## config.mk

```make
export PLATFORM = sky130hd
export DESIGN_NAME = hamdec_secded_pipe_flat
export DESIGN_NICKNAME = d
export VERILOG_FILES = /design/src/rtl/hamdec_secded_pipe_if.sv /design/src/rtl/hamdec_secded_pipe.sv /design/src/flat_wrapper.sv
export SDC_FILE = /design/constraint.sdc
export NUM_CORES = 1
export LEC_CHECK = 0
export ABC_AREA = 1
export BUFFER_PORTS_ARGS = -buffer_cell sky130_fd_sc_hd__buf_2
export CAP_MARGIN = 20
export CELL_PAD_IN_SITES_DETAIL_PLACEMENT = 0
export CELL_PAD_IN_SITES_GLOBAL_PLACEMENT = 1
export CORE_ASPECT_RATIO = 0.75
export CORE_MARGIN = 3
export CORE_UTILIZATION = 40
export CTS_BUF_LIST = sky130_fd_sc_hd__clkbuf_4 sky130_fd_sc_hd__clkbuf_8
export DETAILED_ROUTE_END_ITERATION = 16
export HOLD_SLACK_MARGIN = 0.02
export PLACE_DENSITY_LB_ADDON = 0.1
export SLEW_MARGIN = 40
export SYNTH_ARGS = -nofsm -noshare
export SYNTH_HDL_FRONTEND = slang
export SYNTH_SLANG_ARGS = --single-unit
```

## constraint.sdc

```tcl
create_clock -name clk -period 2.08 [get_ports clk]
set_input_delay 0.416 -clock clk [delete_from_list [all_inputs] [get_ports clk]]
set_output_delay 0.416 -clock clk [all_outputs]
set_load 0.05 [all_outputs]
```

## src/rtl/hamdec_secded_pipe_if.sv

```systemverilog
// Handshake/data bundle for the pipelined SECDED decoder.
// The slave modport is the decoder side; master is the upstream/downstream driver side.
interface hamdec_secded_pipe_if #(
   parameter int DATA_WIDTH  = 8,
   parameter int COUNT_WIDTH = 16
);
   // Smallest P with 2^P >= DATA_WIDTH+P+1 (monotonic, so the last true k wins)
   function automatic int calc_p(input int dw);
      int p;
      p = 1;
      for (int k = 1; k <= 7; k++) begin
         if ((1 << k) < dw + k + 1) p = k + 1;
      end
      return p;
   endfunction

   localparam int P         = calc_p(DATA_WIDTH);
   localparam int EDC_WIDTH = P + 1;

   logic [DATA_WIDTH-1:0]  data_in;
   logic [EDC_WIDTH-1:0]   edc_in;
   logic                   in_valid;
   logic                   in_ready;
   logic [DATA_WIDTH-1:0]  data_out;
   logic                   out_valid;
   logic                   out_ready;
   logic                   out_corrected;
   logic                   out_uncorrectable;
   logic [P-1:0]           out_syndrome;
   logic [COUNT_WIDTH-1:0] cnt_corrected;
   logic [COUNT_WIDTH-1:0] cnt_uncorrectable;
   logic                   err_sticky;
   logic                   cnt_clear;

   modport slave (
      input  data_in, edc_in, in_valid, out_ready, cnt_clear,
      output in_ready, data_out, out_valid, out_corrected, out_uncorrectable,
             out_syndrome, cnt_corrected, cnt_uncorrectable, err_sticky
   );

   modport master (
      output data_in, edc_in, in_valid, out_ready, cnt_clear,
      input  in_ready, data_out, out_valid, out_corrected, out_uncorrectable,
             out_syndrome, cnt_corrected, cnt_uncorrectable, err_sticky
   );
endinterface

```

## src/rtl/hamdec_secded_pipe.sv

```systemverilog
// Two-stage pipelined SECDED Hamming decoder with valid/ready backpressure
// and saturating error statistics. Stage 1 holds data/syndrome/parity,
// stage 2 holds the corrected word and its classification flags.
module hamdec_secded_pipe #(
   parameter int DATA_WIDTH  = 8,
   parameter int COUNT_WIDTH = 16
) (
   input logic                clk,
   input logic                reset,
   hamdec_secded_pipe_if.slave bus
);
   function automatic int calc_p(input int dw);
      int p;
      p = 1;
      for (int k = 1; k <= 7; k++) begin
         if ((1 << k) < dw + k + 1) p = k + 1;
      end
      return p;
   endfunction

   // Codeword position of data bit idx: the idx-th non-power-of-two position
   function automatic int data_pos(input int idx);
      int result;
      int cnt;
      result = 0;
      cnt    = 0;
      for (int pos = 1; pos < 128; pos++) begin
         if ((pos & (pos - 1)) != 0) begin
            if (cnt == idx) result = pos;
            cnt++;
         end
      end
      return result;
   endfunction

   localparam int           P   = calc_p(DATA_WIDTH);
   localparam int           N   = DATA_WIDTH + P;
   localparam logic [P-1:0] N_P = P'(N);

   logic [P-1:0]          data_term [DATA_WIDTH];
   logic [DATA_WIDTH-1:0] flip_mask;
   logic [P-1:0]          syn_d;
   logic                  par_d;
   logic                  adv;
   logic                  hs;

   logic                  s1_valid_q;
   logic [DATA_WIDTH-1:0] s1_data_q;
   logic [P-1:0]          s1_syn_q;
   logic                  s1_par_q;

   logic                  out_valid_q;
   logic [DATA_WIDTH-1:0] data_out_q, data_out_d;
   logic [P-1:0]          syn_out_q, syn_out_d;
   logic                  corr_q, corr_d;
   logic                  unc_q, unc_d;

   logic [COUNT_WIDTH-1:0] cnt_corr_q, cnt_corr_d;
   logic [COUNT_WIDTH-1:0] cnt_unc_q, cnt_unc_d;
   logic                   sticky_q, sticky_d;

   // Per data bit: syndrome contribution and correction select
   generate
      for (genvar gi = 0; gi < DATA_WIDTH; gi++) begin : g_bit
         localparam logic [P-1:0] POS = P'(data_pos(gi));
         assign data_term[gi] = bus.data_in[gi] ? POS : '0;
         assign flip_mask[gi] = (s1_syn_q == POS);
      end
   endgenerate

   assign adv          = !out_valid_q || bus.out_ready;
   assign hs           = out_valid_q && bus.out_ready;
   assign bus.in_ready = adv;

   // Syndrome and overall parity of the incoming word; check bit k sits at 2^k so it maps to syndrome bit k
   always_comb begin
      syn_d = bus.edc_in[P-1:0];
      for (int i = 0; i < DATA_WIDTH; i++) syn_d = syn_d ^ data_term[i];
      par_d = (^bus.data_in) ^ (^bus.edc_in);
   end

   // Stage 1 register: captures raw word, syndrome and parity when the pipe advances
   always_ff @(posedge clk) begin
      if (reset) begin
         s1_valid_q <= 1'b0;
         s1_data_q  <= '0;
         s1_syn_q   <= '0;
         s1_par_q   <= 1'b0;
      end else if (adv) begin
         s1_valid_q <= bus.in_valid;
         s1_data_q  <= bus.data_in;
         s1_syn_q   <= syn_d;
         s1_par_q   <= par_d;
      end
   end

   // Classification and correction; odd parity with in-range syndrome is correctable (syndrome 0 = parity bit)
   always_comb begin
      logic correctable;
      correctable = s1_par_q && (s1_syn_q <= N_P);
      corr_d      = s1_valid_q && correctable;
      unc_d       = s1_valid_q && !correctable && ((s1_syn_q != '0) || s1_par_q);
      data_out_d  = '0;
      syn_out_d   = '0;
      if (s1_valid_q) begin
         data_out_d = correctable ? (s1_data_q ^ flip_mask) : s1_data_q;
         syn_out_d  = s1_syn_q;
      end
   end

   // Stage 2 register: output word and flags, held while stalled
   always_ff @(posedge clk) begin
      if (reset) begin
         out_valid_q <= 1'b0;
         data_out_q  <= '0;
         syn_out_q   <= '0;
         corr_q      <= 1'b0;
         unc_q       <= 1'b0;
      end else if (adv) begin
         out_valid_q <= s1_valid_q;
         data_out_q  <= data_out_d;
         syn_out_q   <= syn_out_d;
         corr_q      <= corr_d;
         unc_q       <= unc_d;
      end
   end

   // Saturating statistics on output handshakes; clear overrides a same-cycle increment
   always_comb begin
      cnt_corr_d = cnt_corr_q;
      cnt_unc_d  = cnt_unc_q;
      sticky_d   = sticky_q;
      if (bus.cnt_clear) begin
         cnt_corr_d = '0;
         cnt_unc_d  = '0;
         sticky_d   = 1'b0;
      end else if (hs) begin
         if (corr_q && (cnt_corr_q != '1)) cnt_corr_d = cnt_corr_q + 1'b1;
         if (unc_q && (cnt_unc_q != '1))   cnt_unc_d  = cnt_unc_q + 1'b1;
         if (corr_q || unc_q)              sticky_d   = 1'b1;
      end
   end

   // Statistics registers
   always_ff @(posedge clk) begin
      if (reset) begin
         cnt_corr_q <= '0;
         cnt_unc_q  <= '0;
         sticky_q   <= 1'b0;
      end else begin
         cnt_corr_q <= cnt_corr_d;
         cnt_unc_q  <= cnt_unc_d;
         sticky_q   <= sticky_d;
      end
   end

   assign bus.out_valid         = out_valid_q;
   assign bus.data_out          = data_out_q;
   assign bus.out_syndrome      = syn_out_q;
   assign bus.out_corrected     = corr_q;
   assign bus.out_uncorrectable = unc_q;
   assign bus.cnt_corrected     = cnt_corr_q;
   assign bus.cnt_uncorrectable = cnt_unc_q;
   assign bus.err_sticky        = sticky_q;
endmodule

```

## src/flat_wrapper.sv

```systemverilog
// flat-port wrapper written by rule: the top's interface ports become plain ports
module hamdec_secded_pipe_flat 
#(
   parameter int DATA_WIDTH  = 8,
   parameter int COUNT_WIDTH = 16
)
  (clk, reset, bus_data_in, bus_edc_in, bus_in_valid, bus_out_ready, bus_cnt_clear, bus_in_ready, bus_data_out, bus_out_valid, bus_out_corrected, bus_out_uncorrectable, bus_out_syndrome, bus_cnt_corrected, bus_cnt_uncorrectable, bus_err_sticky);
  hamdec_secded_pipe_if #(.DATA_WIDTH(DATA_WIDTH), .COUNT_WIDTH(COUNT_WIDTH)) bus_i ();
  input logic clk;
  input logic reset;
  input wire logic [$bits(bus_i.data_in)-1:0] bus_data_in;
  input wire logic [$bits(bus_i.edc_in)-1:0] bus_edc_in;
  input wire logic [$bits(bus_i.in_valid)-1:0] bus_in_valid;
  input wire logic [$bits(bus_i.out_ready)-1:0] bus_out_ready;
  input wire logic [$bits(bus_i.cnt_clear)-1:0] bus_cnt_clear;
  output wire logic [$bits(bus_i.in_ready)-1:0] bus_in_ready;
  output wire logic [$bits(bus_i.data_out)-1:0] bus_data_out;
  output wire logic [$bits(bus_i.out_valid)-1:0] bus_out_valid;
  output wire logic [$bits(bus_i.out_corrected)-1:0] bus_out_corrected;
  output wire logic [$bits(bus_i.out_uncorrectable)-1:0] bus_out_uncorrectable;
  output wire logic [$bits(bus_i.out_syndrome)-1:0] bus_out_syndrome;
  output wire logic [$bits(bus_i.cnt_corrected)-1:0] bus_cnt_corrected;
  output wire logic [$bits(bus_i.cnt_uncorrectable)-1:0] bus_cnt_uncorrectable;
  output wire logic [$bits(bus_i.err_sticky)-1:0] bus_err_sticky;
  assign bus_i.data_in = bus_data_in;
  assign bus_i.edc_in = bus_edc_in;
  assign bus_i.in_valid = bus_in_valid;
  assign bus_i.out_ready = bus_out_ready;
  assign bus_i.cnt_clear = bus_cnt_clear;
  assign bus_in_ready = bus_i.in_ready;
  assign bus_data_out = bus_i.data_out;
  assign bus_out_valid = bus_i.out_valid;
  assign bus_out_corrected = bus_i.out_corrected;
  assign bus_out_uncorrectable = bus_i.out_uncorrectable;
  assign bus_out_syndrome = bus_i.out_syndrome;
  assign bus_cnt_corrected = bus_i.cnt_corrected;
  assign bus_cnt_uncorrectable = bus_i.cnt_uncorrectable;
  assign bus_err_sticky = bus_i.err_sticky;
  hamdec_secded_pipe #(.DATA_WIDTH(DATA_WIDTH), .COUNT_WIDTH(COUNT_WIDTH)) u_core (.clk(clk), .reset(reset), .bus(bus_i));
endmodule
```

==> results of run 1 <==
power by group through the flow:
stage                     Combinational, µW  Sequential (µW)  Clock [µW]
after floorplan                         189             1310           0
after detailed placement                313             1290           0
after global placement                  312             1290           0
final                                   317             1260         908
after global routing                    355             1270        1000
after CTS                               316             1260         949
flip-flops by register name, indices dropped and copies added (netlist names):
name,count
u_core.bus.out_corrected,1
u_core.bus.cnt_uncorrectable,16
u_core.bus.out_valid,1
u_core.bus.out_uncorrectable,1
u_core.bus.out_syndrome,4
u_core.s1_data_q,8
u_core.bus.data_out,8
u_core.bus.err_sticky,1
u_core.bus.cnt_corrected,16
u_core.s1_valid_q,1
u_core.s1_par_q,1
u_core.s1_syn_q,4
critical path, delay by kind of cell (launching register included):
family,cells,cell delay (ps)
and+or+nand+nor,5,690
AOI/OAI and AO/OA,2,200
DFF,1,370
adders and majority gates,1,200
buffers and inverters,2,220
through the flow:
step | utilization, % | cell area (µm²)
after floorplan | - | 3410
after global placement | 47.3 | 3830
after detailed placement | 47.3 | 3830
after CTS | 49.3 | 3990
after global routing | 49.3 | 3990
final | 49.3 | 3990
metal layers:
layer  vias up  track usage (%)
met5         -                0
met4         0             4.91
met3         5             4.80
met2        61             24.0
met1      1424             27.6
li1       1741                -
area by class of cell:
type                            count  area (µm²)  area share (%)
Inverter                           68         255            6.39
Multi-Input combinational cell    372        1820            45.5
Timing Repair Buffer               73         383            9.59
Clock inverter                      2        10.0           0.251
Clock buffer                       13         154            3.85
Sequential cell                    62        1240            31.1
Tap cell                          105         131            3.29
cell families after synthesis:
group / count (synthesis) / share of synthesized area [%]
AND/OR/NAND/NOR: 260 / 31.6
buffers and inverters: 84 / 10.4
AO/OA/AOI/OAI: 72 / 11.1
flip-flops: 62 / 36.4
XOR/XNOR: 38 / 9.75
adder cells (fa/ha/maj): 2 / 0.733
worst max path at each step:
stage          cells after the start                      endpoint                        start  slack [ps]
2_1_floorplan                     11   u_core.bus.cnt_corrected[6]  u_core.bus.cnt_corrected[1]         120
4_1_cts                           11  u_core.bus.cnt_corrected[10]  u_core.bus.cnt_corrected[0]         280
3_3_place_gp                      10   u_core.bus.cnt_corrected[6]  u_core.bus.cnt_corrected[0]         350
3_5_place_dp                      10   u_core.bus.cnt_corrected[6]  u_core.bus.cnt_corrected[0]         290
5_1_grt                           11  u_core.bus.cnt_corrected[10]  u_core.bus.cnt_corrected[0]         100
6_report                          10   u_core.bus.cnt_corrected[6]  u_core.bus.cnt_corrected[0]         280
cells in the final DEF, fill, tap and decap left out:
master and n:
nand2_1 156, inv_1 66, inv_2 2, nor3_1 5, clkinv_2 2, ha_1 2
nor2_4 1, buf_2 66, nor2_1 59, o21ai_1 1, nor2_2 5, a21oi_2 1
o31ai_1 1, dfxtp_1 62, xor2_1 26, clkbuf_4 4, nand3_2 3, xnor2_1 12
o21bai_1 5, nand3_1 22, clkbuf_8 9, nand2_2 2, nand4_1 5, nand2_4 2
buf_4 7, a21oi_1 44, o21ai_0 20
==> impl_metrics.csv, run 1 <==
group,metric,value,unit
setup_path,cp.arrival,2010,ps
hold_path,hold_class,"input port to register",
clock_network,cts_resized,0,
synth,synthCells,518,
floorplan,core-area,8090,µm²
hold_path,holdPathEnd,"u_core.s1_data_q[2]",
drt,highest_layer,"met4",
drt,antenna_left,0,
power,power_frac_comb,12.8,%
timing,period_share,86.3,%
clock_network,clock_sinks,62,
finish,syn_to_final_growth,17.0,%
setup_path,path_cells,"ha_1, nand2_1, inv_1, nand2_1, nor2_2, nand3_2, nand2_4, inv_2, o21ai_1, a21oi_1",
finish,stdcell_count,695,
synth,synth.net_count,538,
timing,worst_pin_slew,538,ps
synth,async_reset_ff_share,0,%
power,ir_drop,0.305,mV
synth,yosysTopAreaCellShare,36.4,%
timing,slew_headroom,64.1,%
timing,fin_ws,284,ps
flow_run,drv_cap,0,
finish,n_antenna_cell,0,
drt,vias_per_cell,4.65,
floorplan,dieArea,9690,µm²
timing,finalClockSkew,8.34,ps
global_route,grt_overflow,0,
drt,first_pass_iters,4,
power,p_seq_share,50.7,%
clock_network,cts-htree-levels,3,
drt,drt-total-wl,8.33,mm
power,power-per-cell-area,623,nW/µm²
clock_network,cts_tree,"yes",
synth,avgSynthCellArea,6.59,µm²
setup_path,worstSetupPathType,"register to register",
synth,ys.flop_type,"dfxtp_1",
global_route,grt_pass1_wl,14.0,mm
setup_path,crit_path_start_kind,"register",
timing,fin_hold_ws,407,ps
setup_path,slowest_stage,"dfxtp_1",
place,dp.cells,680,
power,power_switching,683,µW
setup_path,r2r.worst_path.cells,10,
clock_network,numCtsBuffers,9,
synth,ys_types,26,
floorplan,num_rows,28,
timing,fin_tns_setup,0,ps
outcome,status,"finished, final reports clean",
hold_path,hp-start,"bus_data_in[2]",
synth,synth-seq-cells,62,
drt,route.met2.wl,3.28,mm
power,p_leak,0.00185,µW
finish,nets,606,
drt,met3_length,391,µm
finish,n_fill_cell,855,
timing,finalHoldViolCount,0,
place,numPortBuffers,66,
clock_network,clockRootBuffer,"clkbuf_8",
global_route,grt_pass1_vias,2883,
setup_path,timing.rr.end,"u_core.bus.cnt_corrected[6]",
power,swShare,27.5,%
setup_path,cp_max_fo,19,
power,clock_power_share,36.5,%
clock_network,clk_latency,330,ps
synth,yosysMostFrequentCell,"nand2_1",
setup_path,timing.rr.start,"u_core.bus.cnt_corrected[0]",
place,dpl_worst_slack,293,ps
setup_path,worstPathRequired,2290,ps
hold_path,whs_path_depth,3,
global_route,antenna_found_initial,0,
timing,max_freq,557,MHz
clock_network,cts.path.max_buffers,2,
timing,rsz0062_at_grt,"no",
floorplan,chipWidth,113,µm
floorplan,initial_core_util,42.2,%
drt,dr_total_vias,3231,
clock_network,cts_hold_buf,0,
synth,ys_top_cells_by_count,"156 x nand2_1, 66 x inv_1, 62 x dfxtp_1, 60 x nor2_1, 44 x a21oi_1",
power,p_total,2490,µW
place,place_hpwl,6.19,mm
drt,drt_iter0_drc,196,
setup_path,cp-end-kind,"register",
synth,ys_seq_area_share,36.4,%
clock_network,cts_setup_buffers,0,
clock_network,cts.reportedPaths.clkPinSlew,70,ps
place,gp_congestion,0.853,
global_route,track_usage,17.9,%
drt,wire_per_inst,12.0,µm
timing,period_minus_slack,1800,ps
finish,drive_gt1_share,17.6,%
drt,wl_met1,4.61,mm
global_route,grt_max_degree,24,
synth,synth.area.top_cells,"dfxtp_1 36%, nand2_1 17%, inv_1 7.3%, xor2_1 6.7%, nor2_1 6.6%",
floorplan,die_y,86.0,µm
synth,yosysWarnings,0,
power,power.internal,1800,µW
setup_path,cp_slowest_stage_delay,370,ps
floorplan,io_pins,67,
setup_path,r2r_setup_slack,280,ps
synth,yosys.area.top_type,"dfxtp_1",
synth,synth_edf_count,0,
timing,report.final.slew_viol_count,0,
synth,syn_area,3410,µm²
drt,route.detailed.drc,0,
timing,setup_viol,0,
setup_path,cpMostUsedCell,"nand2_1",
No activity file was read; power rests on OpenSTA's default activity.
==> inputs of run 2 (changes only) <==
Settings changed: BUFFER_PORTS_ARGS -buffer_cell sky130_fd_sc_hd__buf_2 to -buffer_cell sky130_fd_sc_hd__clkbuf_2, SETUP_SLACK_MARGIN set to 0.4.
==> run 2 against run 1 <==
Effect of this change: flip-flop and latch count is the same; worst hold slack lost 17 ps; combinational power is essentially flat; highest routed layer unchanged; routed wire length grew 4.1%; critical endpoint is now bus_in_ready; critical path depth shrank 6; first-iteration DRC count grew 28%; global-route usage grew 0.32 points.
==> impl_metrics.csv, run 2 (synthesized netlist as in run 1, its figures left out) <==
group,metric,value,unit
outcome,status,"finished, final reports clean",
drt,vias_per_cell,4.65,
setup_path,cp-end-kind,"output pin",
setup_path,worstSetupPathType,"register to output pin",
finish,layout_commonest_cell,"nand2_1",
global_route,grt_pass1_vias,2936,
drt,drt_iter0_drc,251,
setup_path,crit_path_start_kind,"register",
finish,layout_common_cells,"155 x nand2_1, 66 x inv_1, 65 x clkbuf_2",
global_route,grt_pass1_wl,14.2,mm
clock_network,cts.reportedPaths.clkPinSlew,80,ps
power,power-per-cell-area,657,nW/µm²
drt,first_pass_iters,4,
timing,setup_viol,0,
finish,nets,611,
drt,wire_per_inst,12.4,µm
clock_network,clock_sinks,62,
place,place_hpwl,6.27,mm
timing,period_share,75.5,%
finish,n_antenna_cell,0,
clock_network,cts.path.max_buffers,2,
flow_run,drv_cap,0,
power,p_total,2770,µW
floorplan,dieArea,9690,µm²
global_route,track_usage,18.2,%
drt,dr_total_vias,3261,
timing,fin_hold_ws,390,ps
power,ir_drop,0.292,mV
clock_network,clk_latency,340,ps
timing,max_freq,637,MHz
finish,drive_gt1_share,22.8,%
timing,report.final.slew_viol_count,0,
global_route,grt_overflow,0,
drt,drt-total-wl,8.68,mm
timing,period_minus_slack,1570,ps
floorplan,initial_core_util,42.2,%
hold_path,hold_class,"input port to register",
finish,syn_to_final_growth,23.5,%
drt,route.detailed.drc,0,
setup_path,path_cells,"inv_1, nor2_4, inv_1, buf_2",
timing,fin_tns_setup,0,ps
power,p_leak,0.00187,µW
finish,stdcell_count,701,
drt,antenna_left,0,
place,dpl_worst_slack,359,ps
floorplan,die_y,86.0,µm
floorplan,chipWidth,113,µm
place,numPortBuffers,66,
setup_path,cp_top_family,"flip-flops",
setup_path,worstPathRequired,1660,ps
timing,fin_ws,510,ps
setup_path,cp_num_buf_inv,3,
clock_network,clockRootBuffer,"clkbuf_8",
global_route,grt_max_degree,24,
global_route,antenna_found_initial,0,
timing,finalHoldViolCount,0,
clock_network,numCtsBuffers,9,
timing,rsz0062_at_grt,"yes",
floorplan,num_rows,28,
timing,slew_headroom,63.9,%
place,dp.cells,679,
setup_path,slowest_stage,"dfxtp_2",
setup_path,cpMostUsedCell,"inv_1",
timing,finalClockSkew,12.2,ps
setup_path,r2r_setup_slack,510,ps
clock_network,cts-htree-levels,3,
timing,worst_pin_slew,541,ps
clock_network,cts_tree,"yes",
place,gp_congestion,0.805,
clock_network,cts_hold_buf,0,
setup_path,cp_max_fo,4,
setup_path,cp_slowest_stage_delay,340,ps
floorplan,io_pins,67,
setup_path,cp.arrival,1150,ps
floorplan,core-area,8090,µm²
==> run 2: cell types whose count changed in the layout (fill, tap and decap cells not counted), moves of 3 or more <==
cell	delta
clkbuf_4	-4
nor2_4	+3
clkinv_4	+3
clkbuf_2	+65
dfxtp_2	+15
buf_2	-65
dfxtp_4	+4
dfxtp_1	-19
nor2_1	-4
==> run 2: worst paths after layout <==
check / startpoint / endpoint / cells past startpoint
worst min-delay path: bus_data_in[2] / u_core.s1_data_q[2] / 3
worst max-delay path: u_core.bus.out_valid / bus_in_ready / 4
worst min register to register: u_core.bus.data_out[6] / u_core.bus.data_out[6] / 2
worst max register to register: u_core.bus.cnt_corrected[0] / u_core.bus.cnt_corrected[6] / 10
==> run 2: cell type report <==
class                           instances  area [µm²]
Clock buffer                            9         124
Clock inverter                          7        98.8
Fill cell                             836        3880
Inverter                               68         258
Multi-Input combinational cell        374        1910
Sequential cell                        62        1270
Tap cell                              105         131
Timing Repair Buffer                   76         418
==> run 2: metal layers <==
layer / share of wire (%) / up-vias / track usage [%] / routed length (µm)
li1: - / 1756 / - / -
met1: 53 / 1422 / 26.9 / 4630
met2: 40 / 73 / 25.6 / 3510
met3: 4.9 / 10 / 4.72 / 427
met4: 1.2 / 0 / 5.57 / 106
met5: 0 / - / 0 / 0
==> run 2: timing repair <==
action | CTS | global route
cloned | 0 | 2
buffers inserted | 0 | 4
gates resized for setup | 5 | 11
pin swaps | 0 | 4
setup endpoints to repair | 25 | 32
==> run 2: power breakdown <==
group          leakage (µW)  internal, µW  switching, µW
registers          0.000515          1220           36.2
clock network      0.000109           678            517
logic               0.00124           103            215
total               0.00187          2000            768
==> run 2: worst reg2reg max path, cell delays in order, from the launching register on <==
cell	delay (ps)
dfxtp_4	350
ha_1	220
nand2_1	90
inv_1	50
nand2_2	100
nor2_4	50
nand3_2	110
nand2_8	80
inv_2	200
o21ai_1	100
a21oi_1	140
==> run 2: through the flow <==
stage / utilization, % / instance area [µm²]
6_report: 52.1 / 4220
5_1_grt: 52.1 / 4220
4_1_cts: 50.7 / 4100
3_5_place_dp: 47.6 / 3850
3_3_place_gp: 47.6 / 3850
2_1_floorplan: - / 3450
